--- src/rtl/sram_ctrl_pkg.sv ---
// ============================================================================
// Module      : sram_ctrl_pkg
// Description : Shared types and widths for the 16-bit SRAM memory controller.
// Revision    : 1.0 - initial release
// ============================================================================
`default_nettype none

package sram_ctrl_pkg;

    localparam int SRAM_ADDR_W = 18;
    localparam int SRAM_DATA_W = 16;
    localparam int WAIT_CNT_W  = 4;

    typedef enum logic [1:0] {
        ST_IDLE = 2'd0,
        ST_LOW  = 2'd1,
        ST_HIGH = 2'd2,
        ST_DONE = 2'd3
    } sram_state_t;

endpackage : sram_ctrl_pkg

`default_nettype wire

--- src/rtl/sram_wait_counter.sv ---
// ============================================================================
// Module      : sram_wait_counter
// Description : Loadable down-counter timing one SRAM half-access.
// Revision    : 1.0 - initial release
// ============================================================================
`default_nettype none

module sram_wait_counter
    import sram_ctrl_pkg::*;
#(
    parameter int WIDTH = WAIT_CNT_W
) (
    input  logic             clk,
    input  logic             rst,
    input  logic             load,
    input  logic [WIDTH-1:0] load_val,
    output logic             zero
);

    logic [WIDTH-1:0] r_count;

    // Saturates at zero so an idle controller keeps the counter parked.
    always_ff @(posedge clk or negedge rst) begin
        if (!rst) begin
            r_count <= '0;
        end else if (load) begin
            r_count <= load_val;
        end else if (r_count != '0) begin
            r_count <= r_count - 1'b1;
        end
    end

    assign zero = (r_count == '0);

endmodule : sram_wait_counter

`default_nettype wire

--- src/rtl/sram_mem_controller.sv ---
// ============================================================================
// Module      : sram_mem_controller
// Description : Splits 32-bit MEM-stage accesses into two 16-bit async SRAM
//               half-accesses; optional alignment check via
//               SRAM_CTRL_ALIGN_CHECK_EN (adds the err port).
// Revision    : 1.0 - initial release
// ============================================================================
`default_nettype none

module sram_mem_controller
    import sram_ctrl_pkg::*;
#(
    parameter int unsigned ADDR_BASE   = 1024,
    parameter int unsigned WAIT_CYCLES = 3
) (
    input  logic                   clk,
    input  logic                   rst,
    input  logic                   rd_en,
    input  logic                   wr_en,
    input  logic [31:0]            address,
    input  logic [31:0]            write_data,
    output logic [31:0]            read_data,
    output logic                   ready,
    output logic [SRAM_ADDR_W-1:0] sram_addr,
    output logic [SRAM_DATA_W-1:0] sram_dq_out,
    input  logic [SRAM_DATA_W-1:0] sram_dq_in,
    output logic                   sram_dq_oe,
    output logic                   sram_we_n
`ifdef SRAM_CTRL_ALIGN_CHECK_EN
    ,
    output logic                   err
`endif
);

    localparam logic [WAIT_CNT_W-1:0] c_LOAD_VAL = WAIT_CNT_W'(WAIT_CYCLES - 1);

    sram_state_t                r_state;
    sram_state_t                w_next;
    logic                       w_req;
    logic                       w_load;
    logic                       w_zero;
    logic                       w_misalign;
    logic                       w_active;
    logic                       w_half;
    logic [31:0]                w_offset;
    logic                       r_is_wr;
    logic [SRAM_ADDR_W-2:0]     r_word;
    logic [31:0]                r_wdata;
    logic [SRAM_DATA_W-1:0]     r_stage;
    logic [31:0]                r_read_data;

    assign w_req    = rd_en | wr_en;
    assign w_offset = address - ADDR_BASE;

`ifdef SRAM_CTRL_ALIGN_CHECK_EN
    logic r_misalign;
    assign w_misalign = |w_offset[1:0];
`else
    assign w_misalign = 1'b0;
`endif

    sram_wait_counter #(
        .WIDTH (WAIT_CNT_W)
    ) u_wait_counter (
        .clk      (clk),
        .rst      (rst),
        .load     (w_load),
        .load_val (c_LOAD_VAL),
        .zero     (w_zero)
    );

    always_ff @(posedge clk or negedge rst) begin
        if (!rst) begin
            r_state <= ST_IDLE;
        end else begin
            r_state <= w_next;
        end
    end

    always_comb begin
        w_next = r_state;
        w_load = 1'b0;
        case (r_state)
            ST_IDLE: begin
                if (w_req) begin
                    if (w_misalign) begin
                        w_next = ST_DONE;
                    end else begin
                        w_next = ST_LOW;
                        w_load = 1'b1;
                    end
                end
            end
            ST_LOW: begin
                if (w_zero) begin
                    w_next = ST_HIGH;
                    w_load = 1'b1;
                end
            end
            ST_HIGH: begin
                if (w_zero) begin
                    w_next = ST_DONE;
                end
            end
            default: begin
                w_next = ST_IDLE;
            end
        endcase
    end

    // Request latch; write wins when both enables are raised together.
    always_ff @(posedge clk or negedge rst) begin
        if (!rst) begin
            r_is_wr     <= 1'b0;
            r_word      <= '0;
            r_wdata     <= '0;
            r_stage     <= '0;
            r_read_data <= '0;
`ifdef SRAM_CTRL_ALIGN_CHECK_EN
            r_misalign  <= 1'b0;
`endif
        end else begin
            if (r_state == ST_IDLE && w_req) begin
                r_is_wr <= wr_en;
                r_word  <= w_offset[18:2];
                r_wdata <= write_data;
`ifdef SRAM_CTRL_ALIGN_CHECK_EN
                r_misalign <= w_misalign;
`endif
            end
            if (r_state == ST_LOW && w_zero && !r_is_wr) begin
                r_stage <= sram_dq_in;
            end
            if (r_state == ST_HIGH && w_zero && !r_is_wr) begin
                r_read_data <= {sram_dq_in, r_stage};
            end
        end
    end

    assign w_active = (r_state == ST_LOW) || (r_state == ST_HIGH);
    assign w_half   = (r_state == ST_HIGH);

    always_comb begin
        sram_addr   = '0;
        sram_dq_out = '0;
        sram_we_n   = 1'b1;
        sram_dq_oe  = 1'b0;
        if (w_active) begin
            sram_addr = {r_word, w_half};
            if (r_is_wr) begin
                sram_we_n   = 1'b0;
                sram_dq_oe  = 1'b1;
                sram_dq_out = w_half ? r_wdata[31:16] : r_wdata[15:0];
            end
        end
    end

    assign ready     = ((r_state == ST_IDLE) && !w_req) || (r_state == ST_DONE);
    assign read_data = r_read_data;

`ifdef SRAM_CTRL_ALIGN_CHECK_EN
    assign err = (r_state == ST_DONE) && r_misalign;
`endif

endmodule : sram_mem_controller

`default_nettype wire
--- config.mk ---
export PLATFORM = sky130hd
export DESIGN_NAME = sram_mem_controller
export DESIGN_NICKNAME = d
export VERILOG_FILES = /design/src/rtl/sram_ctrl_pkg.sv /design/src/rtl/sram_wait_counter.sv /design/src/rtl/sram_mem_controller.sv
export SDC_FILE = /design/constraint.sdc
export NUM_CORES = 1
export LEC_CHECK = 0
export BUFFER_PORTS_ARGS = -buffer_cell sky130_fd_sc_hd__buf_2
export CORE_UTILIZATION = 45
export DETAILED_ROUTE_END_ITERATION = 12
export PLACE_DENSITY_LB_ADDON = 0.08
export SYNTH_ARGS = -nofsm -noshare
export SYNTH_HDL_FRONTEND = slang
export SYNTH_HIERARCHICAL = 1
export SYNTH_SLANG_ARGS = --single-unit
--- constraint.sdc ---
create_clock -name clk -period 2.2 [get_ports clk]
set_clock_uncertainty 0.2 [all_clocks]
set_input_delay 0.33 -clock clk [delete_from_list [all_inputs] [get_ports clk]]
set_output_delay 0.33 -clock clk [all_outputs]
set_load 0.01 [all_outputs]
==> flow_summary_export.csv <==
group,metric,value,unit
outcome,run_status,"completed",
clock_network,cts.sinks,104,
clock_network,cts_tree,"done",
route,ant_nets,0,
flow_run,drv_cap,0,
critical_path,crit_arrival,1650,ps
timing,maxSlewViolCount,0,
pwr,power,8480,uW
logic_synthesis,synth_top_area_share,57.5,%
global_route,grt_pass1_vias,3471,
logic_synthesis,avgSynthCellArea,10.7,sq um
pwr,power_frac_seq,39.0,%
timing,layout_min_cycle_time,2180,ps
finish,nNetsFinal,710,
pwr,p_leak,0.00321,uW
timing,setup_tns,0,ps
critical_path,r2r_slack,190,ps
placement,buffer_ports.inserted,137,
logic_synthesis,yosysTopAreaCell,"dfrtp_1",
route,avgViaCountPerCell,4.76,
timing,worstMarginPinSlew,578,ps
critical_path,critical_path.slowest_cell,"dfrtp_1",
logic_synthesis,synth_seq_cells,104,
critical_path,critPathMaxFanout,18,
timing,rsz0062_at_grt,"yes",
logic_synthesis,ys.flop_type,"dfrtp_1",
route,dr_total_vias,3603,
critical_path,path_cells,"inv_2, ha_1, nand2_2, buf_12, nor2_1, buf_2",
floorplanning,io_pins,153,
logic_synthesis,synthCells,421,
critical_path,path_class,"register to output pin",
finish,mostFrequentLayoutCell,"buf_2",
clock_network,cts_htree_levels,3,
route,drc,0,
route,postRouteWirelength,9970,microns
pwr,p_switching,3150,uW
floorplanning,die_y,102,microns
finish,ff_latch_area,0.00260,sq mm
floorplanning,die_w,102,microns
floorplanning,start_util,46.3,%
critical_path,critical_path.max_stage_delay,390,ps
logic_synthesis,synthTopCellsByArea,"dfrtp_1, nand2_1, mux2_2",
logic_synthesis,synth.distinct_cells,32,
clock_network,numCtsBuffers,9,
min_path,hold_class,"input pin to register",
pwr,sw_frac_of_total,37.2,%
clock_network,ctsRootBufferMaster,"clkbuf_8",
pwr,cellPowerDensity,1350,mW/mm^2
critical_path,crit_path_end_kind,"output pin",
global_route,grt_use_total,19.6,%
logic_synthesis,async_flop_share,100,%
critical_path,start_kind,"register",
placement,placed_cells,685,
timing,slew_headroom,61.5,%
placement,place_ws,135,ps
finish,drive_above_1_share,36.1,%
timing,setup_viol_count_final,0,
global_route,antenna_found_initial,0,
critical_path,cp.required,1670,ps
clock_network,clk_latency,360,ps
global_route,grt_pass1_wl,15800,microns
pwr,irDropWorstVdd,0.711,mV
floorplanning,placementRows,36,
route,drtIter0Drc,97,
pwr,p_comb_share,46.7,%
finish,multi_input_area,0.00186,sq mm
pwr,power_frac_clock,14.4,%
finish,fill_cells,793,
timing,post-route-period-util,98.9,%
route,first_pass_iters,4,
finish,finalNonFillerCells,757,
logic_synthesis,yosysWarnings,6,
logic_synthesis,synth-edff-count,0,
floorplanning,die-area,0.0105,sq mm
finish,stdcell_area,0.00627,sq mm
finish,syn_to_final_growth,38.7,%
clock_network,ctsLongestPathBuffers,2,
placement,globalplace.congestion,0.727,
route,wl_per_cell,13.2,microns
timing,hold_viol_final,0,
finish,layout_common_cells,"buf_2, nand2_1, dfrtp_1",
placement,dp_hpwl,6470,microns
global_route,gr-total-overflow,0,
placement,dpl-instance-area,0.00546,sq mm
timing,max_freq,460,MHz
logic_synthesis,syn_area,0.00452,sq mm
logic_synthesis,synth.yosys.seq_area_share,57.5,%
floorplanning,core-area,0.00977,sq mm
finish,insertedDiodeCount,0,
global_route,grt_start_max_net_pins,43,
clock_network,clk_pin_slew,110,ps
timing,worst_slack,24.9,ps
pwr,internal_power,5330,uW
-- sequential cells by signal, indices dropped and copies added, names as in the netlist --
name,count
r_wdata,32
r_is_wr,1
r_word,17
r_stage,16
r_state,2
u_wait_counter/r_count,4
read_data,32
-- power by group through the flow --
stage | Sequential [uW] | Clock [uW] | Combinational [uW]
final | 3310 | 1220 | 3960
after global routing | 3430 | 1320 | 4420
after CTS | 3310 | 1260 | 3900
after detailed placement | 3350 | 0 | 3650
after global placement | 3290 | 0 | 3580
after floorplan | 3380 | 0 | 2230
-- per-layer routing --
| layer | GRT usage, % | routed length (microns) | part of all wire (%) |
|---|---|---|---|
| met1 | 24.0 | 4480 | 45 |
| met2 | 33.7 | 4800 | 48 |
| met3 | 4.45 | 548 | 5.5 |
| met4 | 7.91 | 143 | 1.4 |
| met5 | 0 | 0 | 0 |
-- synth_stat cells, types with 2 or more instances --
library cell	instances
a31oi_1	5
and2_1	17
buf_1	2
buf_2	6
clkbuf_1	12
conb_1	2
dfrtp_1	104
ha_1	6
inv_1	7
mux2_1	7
mux2_2	43
mux2i_1	18
nand2_1	134
nor2_1	23
nor2b_1	3
nor3_1	2
nor3b_1	2
o21ai_0	7
o21ai_1	2
o31ai_1	3
or3_1	2
or4_1	2
xnor2_1	3
-- critical path, delay by kind of cell (launching register included) --
kind / cells / cell delay [ps]
fa+ha+maj: 1 / 330
buf+inv: 3 / 370
flops: 1 / 390
simple gates: 2 / 190
-- what timing repair did --
action / 4_1_cts / 5_1_grt
hold buffers: 51 / 0
setup buffers: 4 / 1
hold endpoints to repair: 94 / 0
cloned: 1 / 0
resized for setup: 5 / 8
endpoints found under the setup margin: 26 / 36
pin swaps: 0 / 1
-- cell type report --
class | count | share of cell area, %
clock buffer | 9 | 1.97
clock inverter | 6 | 1.20
inverter | 7 | 0.419
multi-input combinational | 292 | 29.6
sequential | 104 | 41.5
tap | 133 | 2.65
timing repair buffer | 206 | 22.6
-- cells by family (layout without fill, tap and decap cells) --
| kind of cell | Yosys count | after routing | share of synthesized area [%] |
|---|---|---|---|
| AOI/OAI and AO/OA | 22 | 22 | 3.15 |
| xor gates and xnor gates | 3 | 3 | 0.581 |
| adders and majority gates | 6 | 6 | 1.66 |
| buffers and inverters | 27 | 228 | 2.41 |
| DFF | 104 | 104 | 57.5 |
| muxes | 68 | 68 | 16.4 |
| other | 2 | 4 | 0.166 |
| and+or+nand+nor | 189 | 189 | 18.1 |
-- worst paths after layout --
| kind | startpoint | endpoint | cells past startpoint |
|---|---|---|---|
| worst max-delay path | r_state[0]$_DFFE_PN0P_ | sram_dq_out[8] | 6 |
| worst min-delay path | sram_dq_in[9] | r_stage[9]$_DFFE_PN0P_ | 2 |
| worst min register to register | r_word[6]$_DFFE_PN0P_ | r_word[6]$_DFFE_PN0P_ | 2 |
| min in group asynchronous | rst | r_stage[1]$_DFFE_PN0P_ | 2 |
| max in group asynchronous | rst | read_data[25]$_DFFE_PN0P_ | 3 |
| worst max register to register | u_wait_counter/r_count[0]$_DFFE_PN0P_ | read_data[4]$_DFFE_PN0P_ | 7 |
-- metrics by stage --
stage	utilization (%)	hold slack (ps)
6_report	64.2	19.3
5_1_grt	64.2	4.53
4_1_cts	63.8	2.91
3_5_place_dp	55.8	166
3_3_place_gp	55.8	166
2_1_floorplan	-	-166
No activity file was read; power rests on OpenSTA's default activity.
